==> config.mk <==
export PLATFORM = sky130hd
export DESIGN_NAME = flash_adc_conv_ctrl
export DESIGN_NICKNAME = d
export VERILOG_FILES = /design/src/rtl/flash_adc_conv_ctrl.sv
export SDC_FILE = /design/constraint.sdc
export NUM_CORES = 1
export LEC_CHECK = 0
export BUFFER_PORTS_ARGS = -buffer_cell sky130_fd_sc_hd__buf_2
export CORE_MARGIN = 5
export CORE_UTILIZATION = 45
export CTS_CLUSTER_DIAMETER = 120
export CTS_CLUSTER_SIZE = 30
export DETAILED_ROUTE_END_ITERATION = 6
export HOLD_SLACK_MARGIN = 0.06
export PLACE_DENSITY = 0.67
export SETUP_SLACK_MARGIN = 0.2
export SYNTH_ARGS = -nofsm -noshare
export SYNTH_HDL_FRONTEND = slang
export SYNTH_SLANG_ARGS = --single-unit
==> constraint.sdc <==
create_clock -name clk -period 1.7 [get_ports clk]
set_input_delay 0.085 -clock clk [delete_from_list [all_inputs] [get_ports clk]]
set_output_delay 0.085 -clock clk [all_outputs]
set_load 0.1 [all_outputs]
==> src/rtl/flash_adc_conv_ctrl.sv <==
// rtl/flash_adc_conv_ctrl.sv - conversion sequencer and averager for the 8-bit flash ADC
//
// Purpose:
//   Strobes the comparator latch, waits SETTLE_CYC cycles for the thermometer code and
//   encoder to settle, captures the encoder code, and averages 2**AVG_LOG2 captures
//   into one result delivered over a valid/ready handshake.
//
// Ports:
//   clk, rst      rising-edge clock, asynchronous active-high reset
//   start         request one conversion (honoured only in IDLE)
//   continuous    restart automatically after each delivered result
//   code_in       binary code from the 256-to-8 encoder
//   sample_en     comparator latch strobe, one cycle per sample
//   busy          high whenever the sequencer is not idle
//   result        averaged result, keeps its last value after handshake
//   result_valid  result available, held until result_ready
//   result_ready  consumer accepts the result when valid && ready
//   start_ignored one-cycle pulse for a start seen outside IDLE
module flash_adc_conv_ctrl #(
    parameter int DATA_W     = 8,
    parameter int SETTLE_CYC = 4,
    parameter int AVG_LOG2   = 2
) (
    input  logic              clk,
    input  logic              rst,
    input  logic              start,
    input  logic              continuous,
    input  logic [DATA_W-1:0] code_in,
    output logic              sample_en,
    output logic              busy,
    output logic [DATA_W-1:0] result,
    output logic              result_valid,
    input  logic              result_ready,
    output logic              start_ignored
);

    // Accumulator is wide enough for 2**AVG_LOG2 full-scale codes, so it never wraps.
    localparam int ACC_W = DATA_W + AVG_LOG2;
    // One extra bit keeps the counter at least 1 bit wide when AVG_LOG2 is 0.
    localparam int CNT_W = AVG_LOG2 + 1;
    localparam logic [CNT_W-1:0] LAST_CNT    = CNT_W'((1 << AVG_LOG2) - 1);
    localparam logic [7:0]       SETTLE_LOAD = 8'(SETTLE_CYC - 1);

    typedef enum logic [2:0] {
        IDLE    = 3'd0,
        TRACK   = 3'd1,
        SETTLE  = 3'd2,
        CAPTURE = 3'd3,
        DONE    = 3'd4
    } state_t;

    state_t            state_q, state_d;
    logic [7:0]        settle_q, settle_d;
    logic [ACC_W-1:0]  acc_q, acc_d;
    logic [CNT_W-1:0]  cnt_q, cnt_d;
    logic [DATA_W-1:0] result_q, result_d;
    logic              valid_q, valid_d;
    logic              sample_en_q, sample_en_d;
    logic              busy_q, busy_d;
    logic              start_ign_q, start_ign_d;
    logic [ACC_W-1:0]  acc_sum;

    always_comb begin
        state_d     = state_q;
        settle_d    = settle_q;
        acc_d       = acc_q;
        cnt_d       = cnt_q;
        result_d    = result_q;
        valid_d     = valid_q;
        acc_sum     = acc_q + ACC_W'(code_in);
        start_ign_d = start && (state_q != IDLE);

        case (state_q)
            IDLE: begin
                if (start || continuous) begin
                    acc_d   = '0;
                    cnt_d   = '0;
                    state_d = TRACK;
                end
            end
            TRACK: begin
                settle_d = SETTLE_LOAD;
                state_d  = SETTLE;
            end
            SETTLE: begin
                if (settle_q == 8'd0) begin
                    state_d = CAPTURE;
                end else begin
                    settle_d = settle_q - 8'd1;
                end
            end
            CAPTURE: begin
                acc_d = acc_sum;
                cnt_d = cnt_q + CNT_W'(1);
                if (cnt_q == LAST_CNT) begin
                    // Final sample is folded in directly so the result is ready on entry to DONE.
                    result_d = DATA_W'(acc_sum >> AVG_LOG2);
                    valid_d  = 1'b1;
                    state_d  = DONE;
                end else begin
                    state_d = TRACK;
                end
            end
            DONE: begin
                // valid is always set while in DONE, so ready alone completes the handshake.
                if (result_ready) begin
                    valid_d = 1'b0;
                    if (continuous) begin
                        acc_d   = '0;
                        cnt_d   = '0;
                        state_d = TRACK;
                    end else begin
                        state_d = IDLE;
                    end
                end
            end
            default: state_d = IDLE;
        endcase

        // Outputs are registered from the next state so they line up with the state they describe.
        sample_en_d = (state_d == TRACK);
        busy_d      = (state_d != IDLE);
    end

    always_ff @(posedge clk or posedge rst) begin
        if (rst) begin
            state_q     <= IDLE;
            settle_q    <= 8'd0;
            acc_q       <= '0;
            cnt_q       <= '0;
            result_q    <= '0;
            valid_q     <= 1'b0;
            sample_en_q <= 1'b0;
            busy_q      <= 1'b0;
            start_ign_q <= 1'b0;
        end else begin
            state_q     <= state_d;
            settle_q    <= settle_d;
            acc_q       <= acc_d;
            cnt_q       <= cnt_d;
            result_q    <= result_d;
            valid_q     <= valid_d;
            sample_en_q <= sample_en_d;
            busy_q      <= busy_d;
            start_ign_q <= start_ign_d;
        end
    end

    assign sample_en     = sample_en_q;
    assign busy          = busy_q;
    assign result        = result_q;
    assign result_valid  = valid_q;
    assign start_ignored = start_ign_q;

endmodule

==> impl.org, run 1 <==
** Setup path
- Capture point of the worst path :: result[6]$_DFFE_PP0P_
- Data arrives at the worst endpoint at 1.96 ns.
- Critical setup path kind :: register to register
- At the worst endpoint, the required time is 1.88 ns.
- Counting both buffers and inverters, the worst setup path holds a total of 1.
- The startpoint identified for the worst register-to-register timing path is acc_q[0]$_DFFE_PP0P_.
- STA classifies the critical path endpoint as a register.
- CP top delay family :: compound AO/OA/AOI/OAI gates
- The largest single stage delay on the critical path is 0.37 ns.
- Count of cell instances traversed by the critical path :: 8
- Destination of the worst register-to-register timing path :: result[6]$_DFFE_PP0P_
- Measured in cells, the most critical reg-to-reg path has a length of 8.
- R2R setup slack :: -0.09 ns
- Of all nets on the critical path, the largest fanout is 3.
- STA classifies the critical path startpoint as a register.
- In this run the worst setup path begins at acc_q[0]$_DFFE_PP0P_.
- The critical path goes through ha_2 -> inv_2 -> fa_2 -> nor2b_4 -> o2111ai_4 -> a21o_1 -> a21boi_1 -> o31ai_1.
- Master of the slowest instance on the critical path :: sky130_fd_sc_hd__fa_2

** Floorplan
- Die area :: 5668 µm²
- Overall die width :: 75.29 µm
- Initial standard-cell utilization of the core :: 47.27%
- Top-level I/O count :: 25
- Measured along the y axis, the die boundary spans 75.29 µm.
- Row count :: 23
- The floorplan step defined a core boundary enclosing 4058 µm².

** Drt
- In this run, the number of DRC markers left after iteration 0 of detailed routing was 39.
- Total Wirelength :: 4242 µm
- Across all layers, the routed design uses 1574 vias.
- For this run, design rule violations remaining after detail routing come to 0.
- Number of detailed-routing iterations run before antenna repair :: 6
- After detailed routing, the average wire length per cell comes to 14.14 µm.
- Number of routed nets with antenna violations :: 0
- Via density per instance :: 5.247

** Synth
- Largest cells by area after synthesis :: sky130_fd_sc_hd__dfrtp_1, sky130_fd_sc_hd__ha_1, sky130_fd_sc_hd__nand2_1, sky130_fd_sc_hd__o21ai_0, sky130_fd_sc_hd__xnor2_1
- After technology mapping, the gate count stands at 193.
- Ys flop type :: sky130_fd_sc_hd__dfrtp_1
- In this run the biggest area consumer among cell types represents 46.97% of the synthesized area.
- Yosys warnings :: 0
- Number of nets produced by synthesis :: 218
- Post-Syn Area per Cell :: 9.938 µm²
- Counting flops with an async set or reset pin after synthesis yields a share of 100.0%.
- Distinct cell type count after synthesis :: 44
- Counting flops and latches in the post-synthesis netlist gives 36.
- Portion of the post-synthesis area used by sequential elements :: 46.97%
- Summed over all instances, the cell type with the most area after synthesis is sky130_fd_sc_hd__dfrtp_1.
- Area of the mapped netlist :: 1918 µm²
- EDFF count, synth :: 0

** Placed design
- After legalization and detailed placement, the total HPWL measured 2914 µm.
- In this run the tool buffered the top-level ports with 24 buffer cells.
- Final weighted congestion in routability-driven placement :: 0.7916
- Pre-CTS setup slack :: -0.07270 ns
- Total instance count after detailed placement :: 281

** Final layout
- The area growth from synthesis to layout is 35.88%.
- Layout fillers :: 311
- The final layout contains 274 nets.
- Antenna fix cells :: 0
- Post-layout instance count excluding filler cells :: 300
- Of the cells placed in the final design, the portion with a size suffix greater than 1 is 39.20%.

** CTS
- In this run the deepest clock path goes through 2 buffers.
- The tree is rooted in a sky130_fd_sc_hd__clkbuf_8.
- Clock insertion delay at the later pin of the skew report :: 0.29 ns
- Maximum level of the CTS H-tree :: 2
- TritonCTS created 5 clock buffers.
- CTS tree :: yes
- After clock tree synthesis, the clock-pin slew on the worst setup and hold paths is 0.07 ns.
- Clock Sink Count :: 36

** Power and ir drop
- Post-layout total power :: 5267 µW
- In this run the power density over the cells is 2021 nW/µm².
- For this design the static power due to leakage is 0.001214 µW.
- Worst vdd ir :: 1.164 mV

** Timing
- Tmin final :: 1.787 ns
- Fmax :: 0.5597 GHz
- Actual transition at the worst max-transition pin :: 0.6189 ns
- In the post-route analysis, the smallest setup slack over all paths is -0.08671 ns.
- Final setup skew :: 0.004021 ns
- The number of failing hold endpoints at the final stage was 0.
- RSZ-0062 raised after global routing :: true
- In the finished design, the share of the clock period the worst path needs comes to 105.1%.
- Total count of max-transition violations in the final report :: 0
- Headroom to the max-slew limit came out at 58.56%.
- Across all hold checks on the routed design, the worst slack comes to 0.1551 ns.
- Setup violations remaining at the end of the flow were counted as 4.

** Global routing
- GRT Total Usage :: 16.76%
- The first global-routing pass estimated 7176 µm of wire.
- Aggregate global routing overflow :: 0
- The number of antenna violations at the first check in global routing was 0.
- Maximum number of pins on one net before global-route repair :: 37
- The number of global-route vias before repair came to 1571.

** Outcome
- The flow ran to the end, but the final reports show violations.
- Violated checks :: setup timing

** Min path
- Path class of the lowest-slack min-delay path :: input pin to register

** Run
- Across the run, the number of max-cap violations was 0.
sequential cells by signal, summed over array words and instances, names as in the netlist:
signal	flops
result	8
acc_q	10
state_q	3
start_ignored	1
cnt_q	3
sample_en	1
result_valid	1
settle_q	8
busy	1
Yosys cell counts, types with 2 or more instances:
cell	number
sky130_fd_sc_hd__buf_2	2
sky130_fd_sc_hd__clkbuf_1	2
sky130_fd_sc_hd__dfrtp_1	36
sky130_fd_sc_hd__buf_6	2
sky130_fd_sc_hd__inv_1	10
sky130_fd_sc_hd__nor2_1	16
sky130_fd_sc_hd__xor2_1	5
sky130_fd_sc_hd__a21o_1	5
sky130_fd_sc_hd__a211oi_1	2
sky130_fd_sc_hd__ha_1	11
sky130_fd_sc_hd__xnor2_1	7
sky130_fd_sc_hd__nor2b_1	2
sky130_fd_sc_hd__o211ai_1	2
sky130_fd_sc_hd__or3_1	2
sky130_fd_sc_hd__a21oi_1	7
sky130_fd_sc_hd__o21bai_1	3
sky130_fd_sc_hd__nand2_1	29
sky130_fd_sc_hd__mux2i_1	2
sky130_fd_sc_hd__o22ai_1	6
sky130_fd_sc_hd__a31oi_1	3
sky130_fd_sc_hd__o21ai_0	15
sky130_fd_sc_hd__nand2b_1	2
repair_timing:
| item | CTS | global route |
|---|---|---|
| hold buffers | 3 | 0 |
| resized for setup | 12 | 24 |
| hold endpoints to repair | 38 | 0 |
| pin swaps | 11 | 18 |
| buffers inserted | 5 | 3 |
| endpoints found under the setup margin | 22 | 26 |
cell type report:
type                       count  area, µm²  area share (%)
multi-input combinational    141       1150           44.12
inverter                      10      37.54           1.440
sequential                    36      902.1           34.61
clock buffer                   8      90.09           3.457
timing repair buffer          55      364.1           13.97
tap                           50      62.56           2.400
report_power, final:
group / internal (µW) / total [µW] / switching [µW] / leakage (µW)
Combinational: 1190 / 3230 / 2040 / 0.000724
Clock: 331 / 635 / 304 / 0.0000455
Sequential: 1180 / 1400 / 226 / 0.000445
Total: 2700 / 5270 / 2570 / 0.00121
kinds of logic (layout without fill, tap and decap cells):
group	count (synthesis)	in the layout	share of synthesized area, %
compound gates	52	52	17.94
xor+xnor	12	12	5.479
mux	2	2	1.044
buf+inv	16	73	4.045
fa+ha+maj	12	12	8.219
flops	36	36	46.97
simple gates	63	63	16.31
cell usage in the layout (no fill, tap or decap), types with 2 or more instances in the layout:
cell,synthesis,layout
sky130_fd_sc_hd__inv_1,10,9
sky130_fd_sc_hd__a21oi_2,0,3
sky130_fd_sc_hd__nor2_1,16,15
sky130_fd_sc_hd__a21oi_1,7,4
sky130_fd_sc_hd__xnor2_2,0,3
sky130_fd_sc_hd__ha_1,11,3
sky130_fd_sc_hd__o21ai_0,15,4
sky130_fd_sc_hd__a31oi_1,3,2
sky130_fd_sc_hd__o21bai_1,3,2
sky130_fd_sc_hd__nand2_2,1,4
sky130_fd_sc_hd__clkbuf_8,0,6
sky130_fd_sc_hd__dfrtp_1,36,35
sky130_fd_sc_hd__ha_4,0,5
sky130_fd_sc_hd__nand2b_1,2,2
sky130_fd_sc_hd__dlygate4sd3_1,0,3
sky130_fd_sc_hd__clkbuf_1,2,2
sky130_fd_sc_hd__o22ai_1,6,6
sky130_fd_sc_hd__buf_4,0,27
sky130_fd_sc_hd__mux2i_1,2,2
sky130_fd_sc_hd__xor2_1,5,4
sky130_fd_sc_hd__a21o_1,5,5
sky130_fd_sc_hd__ha_2,0,3
sky130_fd_sc_hd__nand2_1,29,26
sky130_fd_sc_hd__xnor2_1,7,4
sky130_fd_sc_hd__o211ai_1,2,2
sky130_fd_sc_hd__buf_2,2,24
sky130_fd_sc_hd__o21ai_1,0,11
through the flow:
stage	setup TNS (ns)	util (%)	instance area (µm²)
3_5_place_dp	-0.2748	56.03	2273
6_report	-0.1420	64.23	2606
4_1_cts	-0.2385	60.93	2472
2_1_floorplan	0	-	1981
3_3_place_gp	-0.04619	56.03	2273
5_1_grt	-1.114	64.23	2606
layer usage:
metal,part of all wire [%],wire length (µm),global-route usage [%]
met1,47,1986,22.23
met5,0,0,0
met4,1.5,64,7.573
met3,4.1,175,4.406
met2,48,2015,25.70
worst min path at each step:
stage	start	to	slack (ns)	cells after the start
2_1_floorplan	result_ready	state_q[2]$_DFF_PP0_	0.19	1
3_3_place_gp	rst	result[4]$_DFFE_PP0P_	0.21	3
3_5_place_dp	rst	result[5]$_DFFE_PP0P_	0.21	3
4_1_cts	code_in[0]	acc_q[0]$_DFFE_PP0P_	0.15	4
5_1_grt	result_ready	result_valid$_DFFE_PP0P_	0.19	4
6_report	result_ready	result_valid$_DFFE_PP0P_	0.16	4
worst reg2reg max path, stage by stage, from the launching register on:
cell	delay, ns
sky130_fd_sc_hd__dfrtp_1	0.35
sky130_fd_sc_hd__ha_2	0.19
sky130_fd_sc_hd__inv_2	0.04
sky130_fd_sc_hd__fa_2	0.37
sky130_fd_sc_hd__nor2b_4	0.15
sky130_fd_sc_hd__o2111ai_4	0.14
sky130_fd_sc_hd__a21o_1	0.21
sky130_fd_sc_hd__a21boi_1	0.15
sky130_fd_sc_hd__o31ai_1	0.08
Power figures use the tool's default switching activity.
==> inputs of run 2 (changes only) <==
Settings changed: CORE_ASPECT_RATIO set to 1.2.
==> run 2 against run 1 <==
The flow still finishes with violations (setup timing). Non-clock buffer count grew 4. Register-to-register slack gained 0.02 ns. Combinational power grew 2%. Wire length grew 4.6%. Sequential power is essentially flat. Count of clock-buffer cells in the layout shrank 1. Final cell count grew 3.0%. Critical path type unchanged. Critical endpoint unchanged. Largest power group unchanged. Highest routed layer unchanged.
==> impl.org, run 2 (synthesis gave the netlist of run 1 again) <==
** CTS
- CTS tree :: yes
- The number of clock sinks came to 36 (unchanged).
- Clock insertion delay at the later pin of the skew report :: 0.29 ns (about the same)
- The H-tree level count came to 2 (unchanged).
- Number of clock buffers inserted by TritonCTS :: 5 (unchanged)
- Clock slew seen by the registers of the worst setup and hold paths :: 0.08 ns (about the same)
- The clock tree buffer depth is 2 (unchanged).
- Master cell of the clock root buffer :: sky130_fd_sc_hd__clkbuf_8

** Timing
- The transition time of the tightest slew-check pin came to 0.4847 ns (-0.1342 ns).
- Final setup skew :: 0.01011 ns (+0.006088 ns)
- The number of failing hold endpoints at the final stage came to 0 (unchanged).
- The time the final worst path needs with I/O delays and setup was 1.763 ns (-0.02324 ns).
- Fin crit share :: 103.7% (-1.4 points)
- RSZ-0062 raised after global routing :: true
- The worst hold slack across all endpoints is 0.1409 ns (-0.01427 ns).
- The post-layout worst setup margin was -0.06347 ns (+0.02324 ns).
- Total count of max-transition violations in the final report :: 0 (unchanged)
- Max_slew headroom :: 67.65% (+9.1 points)
- The maximum clock rate was 0.5671 GHz (+1.3%).
- Setup violations, final :: 9 (+5)

** Setup path
- CP Capture Type :: register
- The peak per-stage delay on the critical path is 0.39 ns (+0.02 ns).
- Critical path launch point type :: register
- Data required time of the worst path :: 1.88 ns (about the same)
- Top fanout value on the critical path :: 3 (unchanged)
- The cell family contributing the most delay on the critical path is compound AO/OA/AOI/OAI gates.
- The critical path is of the register to register type.
- Count of buffer and inverter cells on the critical path :: 1 (unchanged)
- Launching element of the worst setup path :: acc_q[0]$_DFFE_PP0P_
- Worst Path Arrival :: 1.94 ns (-0.02 ns)
- The slowest stage of the critical path is the sky130_fd_sc_hd__dfrtp_1 cell.
- The critical path goes through ha_4 -> inv_2 -> fa_2 -> nor2b_4 -> o2111ai_4 -> a21o_1 -> a21boi_1 -> o31ai_1.
- Reg-to-reg critical path startpoint :: acc_q[0]$_DFFE_PP0P_

** Floorplan
- The I/O pin total came to 25 (unchanged).
- The floorplan die area came to 5674 µm² (+0.11%).
- Total core area :: 4197 µm² (+3.4%)
- The initial core utilization came to 45.71% (-1.6 points).
- The height of the die was 81.52 µm (+8.3%).
- The x dimension of the die is 69.60 µm (-7.6%).
- The number of placement rows was 26 (+13%).

** Placed design
- Final weighted congestion in routability-driven placement :: 0.8225 (+3.9%)
- The estimated wirelength of the detail-placed design came to 3067 µm (+5.3%).
- Area after detailed placement :: 2296 µm² (+0.99%)
- Total instance count after detailed placement :: 289 (+2.8%)
- The number of buffers added on ports is 24 (unchanged).

** Final layout
- The ratio of cells with drive above 1 in the final layout is 41.11% (+1.9 points).
- The number of standard cells in the layout, taps in and fillers out was 309 (+3.0%).
- Number of flip-flops under the largest register name :: 10 (unchanged)
- Most common cell after layout, fill and taps aside :: sky130_fd_sc_hd__dfrtp_1
- Final core area utilization :: 64.16% (-0.068 points)
- The number of nets in the layout came to 278 (+1.5%).
- Post-route design area :: 2693 µm² (+3.3%)
- In the layout the commonest cells are sky130_fd_sc_hd__dfrtp_1, sky130_fd_sc_hd__buf_4, sky130_fd_sc_hd__nand2_1.
- Antenna fix cells :: 0 (unchanged)
- Area growth from synthesis to final layout :: 40.38%
- Ranked by flip-flop count, first place goes to acc_q.

** Drt
- Via total after detailed routing :: 1597 (+1.5%)
- Via density per instance :: 5.168 (-1.5%)
- Total Wirelength :: 4438 µm (+4.6%)
- DRC violation count after routing :: 0 (unchanged)
- The detailed-routing iteration count for the pre-antenna-repair pass came to 4 (-2).
- The post-route antenna net violation count is 0 (unchanged).
- The routed length per instance is 14.36 µm (+1.6%).
- Detailed Route Iter0 Violations :: 37 (-5.1%)

** Global routing
- The number of global-route vias before repair was 1554 (-1.1%).
- The wire length of the first global-routing pass is 7189 µm (+0.18%).
- Number of antenna violations at the first check in global routing :: 0 (unchanged)
- Maximum number of pins on one net before global-route repair :: 17 (-54%)
- GRT Total Usage :: 16.20% (-0.56 points)
- Aggregate global routing overflow :: 0 (unchanged)

** Power and ir drop
- The standby leakage power came to 0.001246 µW (+2.6%).
- The worst vdd rail ir drop came to 1.230 mV (+5.6%).
- The sum of internal, switching and leakage power is 5375 µW (+2.1%).
- Power per standard cell area :: 1996 nW/µm² (-1.2%)

** Outcome
- Outcome :: complete, but fails checks
- The checks that failed: setup timing.

** Run
- Number of maximum-capacitance violations :: 0 (unchanged)

** Min path
- Path class of the lowest-slack min-delay path :: input pin to register
- The startpoint identified for the worst hold timing path is code_in[0].
[run 2: final timing paths]
kind	to	slack [ns]	cells past startpoint
max in group asynchronous	state_q[0]$_DFF_PP0_	0.76	4
worst min register to register	result[1]$_DFFE_PP0P_	0.48	2
worst max register to register	result[6]$_DFFE_PP0P_	-0.06	8
worst max-delay path	result[6]$_DFFE_PP0P_	-0.06	8
worst min-delay path	acc_q[0]$_DFFE_PP0P_	0.14	4
min in group asynchronous	settle_q[5]$_DFFE_PP0P_	0.37	3
[run 2: final cells by class]
class	count	area (µm²)
Timing Repair Buffer	59	394.1
Sequential cell	36	903.4
Tap cell	56	70.07
Multi-Input combinational cell	141	1191
Inverter	10	37.54
Fill cell	322	1504
Clock buffer	7	96.34
[run 2: metal layers]
| layer | track usage, % | share of wire (%) | wire [µm] |
|---|---|---|---|
| met5 | 0 | 0 | 0 |
| met4 | 7.031 | 1.4 | 61 |
| met3 | 4.284 | 3.2 | 142 |
| met2 | 28.63 | 53 | 2355 |
| met1 | 18.63 | 42 | 1878 |
[run 2: per-stage QoR]
| stage | setup TNS (ns) | setup WS, ns |
|---|---|---|
| 2_1_floorplan | 0 | 0.02471 |
| 3_3_place_gp | 0 | 0.005081 |
| 3_5_place_dp | -0.1312 | -0.08285 |
| 4_1_cts | -0.1456 | -0.09173 |
| 5_1_grt | -1.338 | -0.1883 |
| 6_report | -0.1999 | -0.06347 |
[run 2: repair_timing]
item,in CTS,in global routing
hold buffers,3,0
hold endpoints to repair,13,0
pin swaps,6,15
buffers inserted,6,4
gates resized for setup,12,27
endpoints found under the setup margin,20,27
[run 2: tightest hold or removal path: cells and delay by family]
family,cells,cell delay [ns]
AOI/OAI and AO/OA,1,0.06
buffers and inverters,1,0.10
and+or+nand+nor,1,0.03
adders and majority gates,1,0.12
[run 2: power by group]
group	switching (µW)	internal, µW
registers	242	1180
logic	2070	1240
clock network	293	361
==> inputs of run 3 (changes only) <==
Settings changed: CORE_UTILIZATION 45 to 51, PLACE_DENSITY 0.67 to 0.75.
==> run 3 against run 2 <==
The run still ends with setup timing left. Largest power group unchanged. Setup slack worse by 0.071 ns. Die area down 10%. Largest cell class unchanged. Via count up 3.3%.
==> impl.org, run 3 (synthesis gave the netlist of run 1 again) <==
** Min path
- Worst hold start :: code_in[0]
- Path class of the lowest-slack min-delay path :: input pin to register

** CTS
- Master cell of the clock root buffer :: sky130_fd_sc_hd__clkbuf_8
- The clock latency at the later pin of the worst-skew pair was 0.29 ns (about the same).
- Clock Sink Count :: 36 (unchanged)
- The clock transition at the register clock pins on the worst setup and hold paths after CTS is 0.07 ns (about the same).
- TritonCTS built the clock tree.
- Maximum level of the CTS H-tree :: 2 (unchanged)
- The clock tree buffer depth is 2 (unchanged).
- The TritonCTS buffer count was 5 (unchanged).

** Global routing
- GRT Total Usage :: 17.71% (+1.5 points)
- The total congestion overflow is 0 (unchanged).
- Via count of the first global-routing pass :: 1607 (+3.4%)
- The largest net degree at the start of global routing was 37 (+20).
- First-pass GRT wire length :: 7003 µm (-2.6%)
- The number of antenna violations at the first check in global routing came to 0 (unchanged).

** Power and ir drop
- The worst vdd rail ir drop came to 1.081 mV (-12%).
- Power per standard cell area :: 2004 nW/µm² (+0.40%)
- The share of total power in combinational logic is 62.3% (+0.8 points).
- The power share of the sequential group was 26.2% (-0.2 points).
- The total net switching power was 2637 µW (+1.3%).
- The share of total power in the clock network is 11.5% (-0.7 points).
- Total leakage power :: 0.001277 µW (+2.5%)
- Int Pwr :: 2809 µW (+1.3%)
- Sw Share :: 48.43% (about the same)

** Final layout
- Leaving out fill and tap cells, the most frequent cell in the layout is sky130_fd_sc_hd__dfrtp_1.
- The number of flip-flops under the largest register name is 10 (unchanged).
- Antenna fix cells :: 0 (unchanged)
- The fill cell instance count of the final layout is 239 (-26%).
- The library cells used most frequently in the layout, excluding fill and tap cells, are sky130_fd_sc_hd__dfrtp_1, sky130_fd_sc_hd__buf_4, sky130_fd_sc_hd__nand2_1.
- Nets :: 281 (+1.1%)
- The area of combinational cells with multiple inputs came to 1184 µm² (-0.63%).
- Area growth from synthesis to final layout :: 41.68%
- The number of standard cells in the layout, taps in and fillers out is 309 (unchanged).
- The area occupied by registers is 903.4 µm² (unchanged).
- The ratio of cells with drive above 1 in the final layout is 42.02% (+0.92 points).
- The register with the most flip-flops in the final layout is acc_q.

** Floorplan
- Row count :: 24 (-7.7%)
- The height of the die is 77.18 µm (-5.3%).
- The floorplan die area was 5093 µm² (-10%).
- The initial core utilization is 52.79% (+7.1 points).
- Top-level I/O count :: 25 (unchanged)
- The x dimension of the die was 65.99 µm (-5.2%).
- The total core area is 3633 µm² (-13%).

** Setup path
- The critical path arrival is 2.04 ns (+0.10 ns).
- Maximum single-stage delay on the critical path :: 0.37 ns (-0.02 ns)
- The worst register-to-register path begins at acc_q[0]$_DFFE_PP0P_.
- Launching element of the worst setup path :: acc_q[0]$_DFFE_PP0P_
- The total buffers and inverters traversed by the critical path is 1 (unchanged).
- The worst setup path is launched from a register.
- Master of the slowest instance on the critical path :: sky130_fd_sc_hd__fa_2
- Top fanout value on the critical path :: 3 (unchanged)
- Data required time of the worst path :: 1.91 ns (+0.03 ns)
- Worst path cell trace :: ha_2 -> inv_2 -> fa_2 -> nor2b_4 -> o2111ai_2 -> a21oi_2 -> nor2_1 -> o31ai_1
- CP Capture Type :: register
- CP top delay family :: adder cells
- The critical path is of the register to register type.

** Placed design
- Pre-CTS setup slack :: -0.04828 ns (+0.03457 ns)
- Total instance count after detailed placement :: 281 (-2.8%)
- Final weighted congestion in routability-driven placement :: 0.7735 (-6.0%)
- Port buffer count :: 24 (unchanged)
- The estimated wirelength of the detail-placed design was 2850 µm (-7.1%).

** Timing
- The number of failing hold endpoints at the final stage was 0 (unchanged).
- The number of pins with negative max-slew slack in the final report was 0 (unchanged).
- RSZ-0062 raised after global routing :: true
- Max_slew headroom :: 67.06% (-0.59 points)
- Actual transition at the worst max-transition pin :: 0.4975 ns (+0.01282 ns)
- Setup violations, final :: 14 (+5)
- The post-route clock skew was 0.009358 ns (-0.0007516 ns).
- Tmin final :: 1.834 ns (+0.07084 ns)
- The post-layout worst setup margin is -0.1343 ns (-0.07084 ns).
- The maximum clock rate came to 0.5452 GHz (-3.9%).
- The share of the cycle needed by the critical path after routing is 107.9% (+4.2 points).
- Setup TNS :: -0.5785 ns (-0.3786 ns)

** Outcome
- The run finished, with violations left.
- The final reports fail on setup timing.

** Drt
- DRC violation count after routing :: 0 (unchanged)
- The number of DRC markers after the initial detailed-route iteration is 64 (+73%).
- The mean number of vias per cell is 5.337 (+3.3%).
- The detailed-routing iteration count for the pre-antenna-repair pass was 4 (unchanged).
- Number of routed nets with antenna violations :: 0 (unchanged)
- Total Wirelength :: 4458 µm (+0.45%)
- The routed length per instance was 14.43 µm (+0.45%).
- Via total after detailed routing :: 1649 (+3.3%)

** Run
- The max capacitance violation total came to 0 (unchanged).
==> run 3: cell types whose count changed in the layout (fill, tap and decap cells not counted), moves of 2 or more <==
| cell | before | now |
|---|---|---|
| sky130_fd_sc_hd__o21bai_1 | 0 | 2 |
| sky130_fd_sc_hd__o21bai_4 | 3 | 1 |
| sky130_fd_sc_hd__buf_4 | 31 | 29 |
| sky130_fd_sc_hd__o21ai_0 | 7 | 4 |
| sky130_fd_sc_hd__a21oi_2 | 3 | 1 |
| sky130_fd_sc_hd__a21oi_1 | 4 | 6 |
| sky130_fd_sc_hd__clkinv_2 | 0 | 2 |
| sky130_fd_sc_hd__buf_6 | 1 | 6 |
==> run 3: repair_timing <==
item | 4_1_cts | 5_1_grt
hold buffers | 3 | 0
gates resized for setup | 16 | 30
endpoints found under the hold margin | 38 | 0
setup endpoints to repair | 20 | 25
pin swaps | 7 | 20
buffers inserted | 5 | 12
==> run 3: layer usage <==
metal / wire [µm] / vias to the layer above / global-route usage (%)
li1: - / 797 / -
met1: 1758 / 799 / 20.47
met2: 2461 / 41 / 30.59
met3: 148 / 12 / 4.386
met4: 90 / 0 / 7.317
met5: 0 / - / 0
==> run 3: final cells by class <==
type / count / area share (%)
multi-input cells: 141 / 43.55
flip-flops and latches: 36 / 33.24
repair buffers: 62 / 16.02
clock buffers: 6 / 3.039
well taps: 52 / 2.394
inverters: 10 / 1.381
clock inverters: 2 / 0.3683
==> run 3: final timing paths <==
path,cells after the start,slack [ns],to
max,8,-0.13,result[6]$_DFFE_PP0P_
min,4,0.14,acc_q[0]$_DFFE_PP0P_
max reg2reg,8,-0.13,result[6]$_DFFE_PP0P_
min reg2reg,2,0.48,result[1]$_DFFE_PP0P_
max in group asynchronous,4,0.91,state_q[1]$_DFF_PP0_
min in group asynchronous,4,0.44,acc_q[7]$_DFFE_PP0P_
==> run 3: stage by stage <==
stage / cell area [µm²] / util [%] / hold slack (ns) / total power (µW)
2_1_floorplan: 1981 / - / 0.1922 / 3549
3_3_place_gp: 2261 / 62.22 / 0.2095 / 4075
3_5_place_dp: 2261 / 62.22 / 0.2166 / 4123
4_1_cts: 2481 / 68.29 / 0.1581 / 4981
5_1_grt: 2718 / 74.79 / 0.1620 / 5772
6_report: 2718 / 74.79 / 0.1446 / 5446
==> run 3: power by group through the flow <==
stage / logic (µW) / clock network (µW) / registers (µW)
after global routing: 3630 / 680 / 1460
after detailed placement: 2710 / 0 / 1420
after CTS: 2940 / 639 / 1400
after floorplan: 1270 / 0 / 2270
final: 3390 / 628 / 1430
after global placement: 2660 / 0 / 1410
==> run 3: worst min-delay path, delay by kind of cell <==
kind / cells / cell delay [ns]
AOI/OAI and AO/OA: 1 / 0.06
buffers and inverters: 1 / 0.09
adders and majority gates: 1 / 0.13
and+or+nand+nor: 1 / 0.04
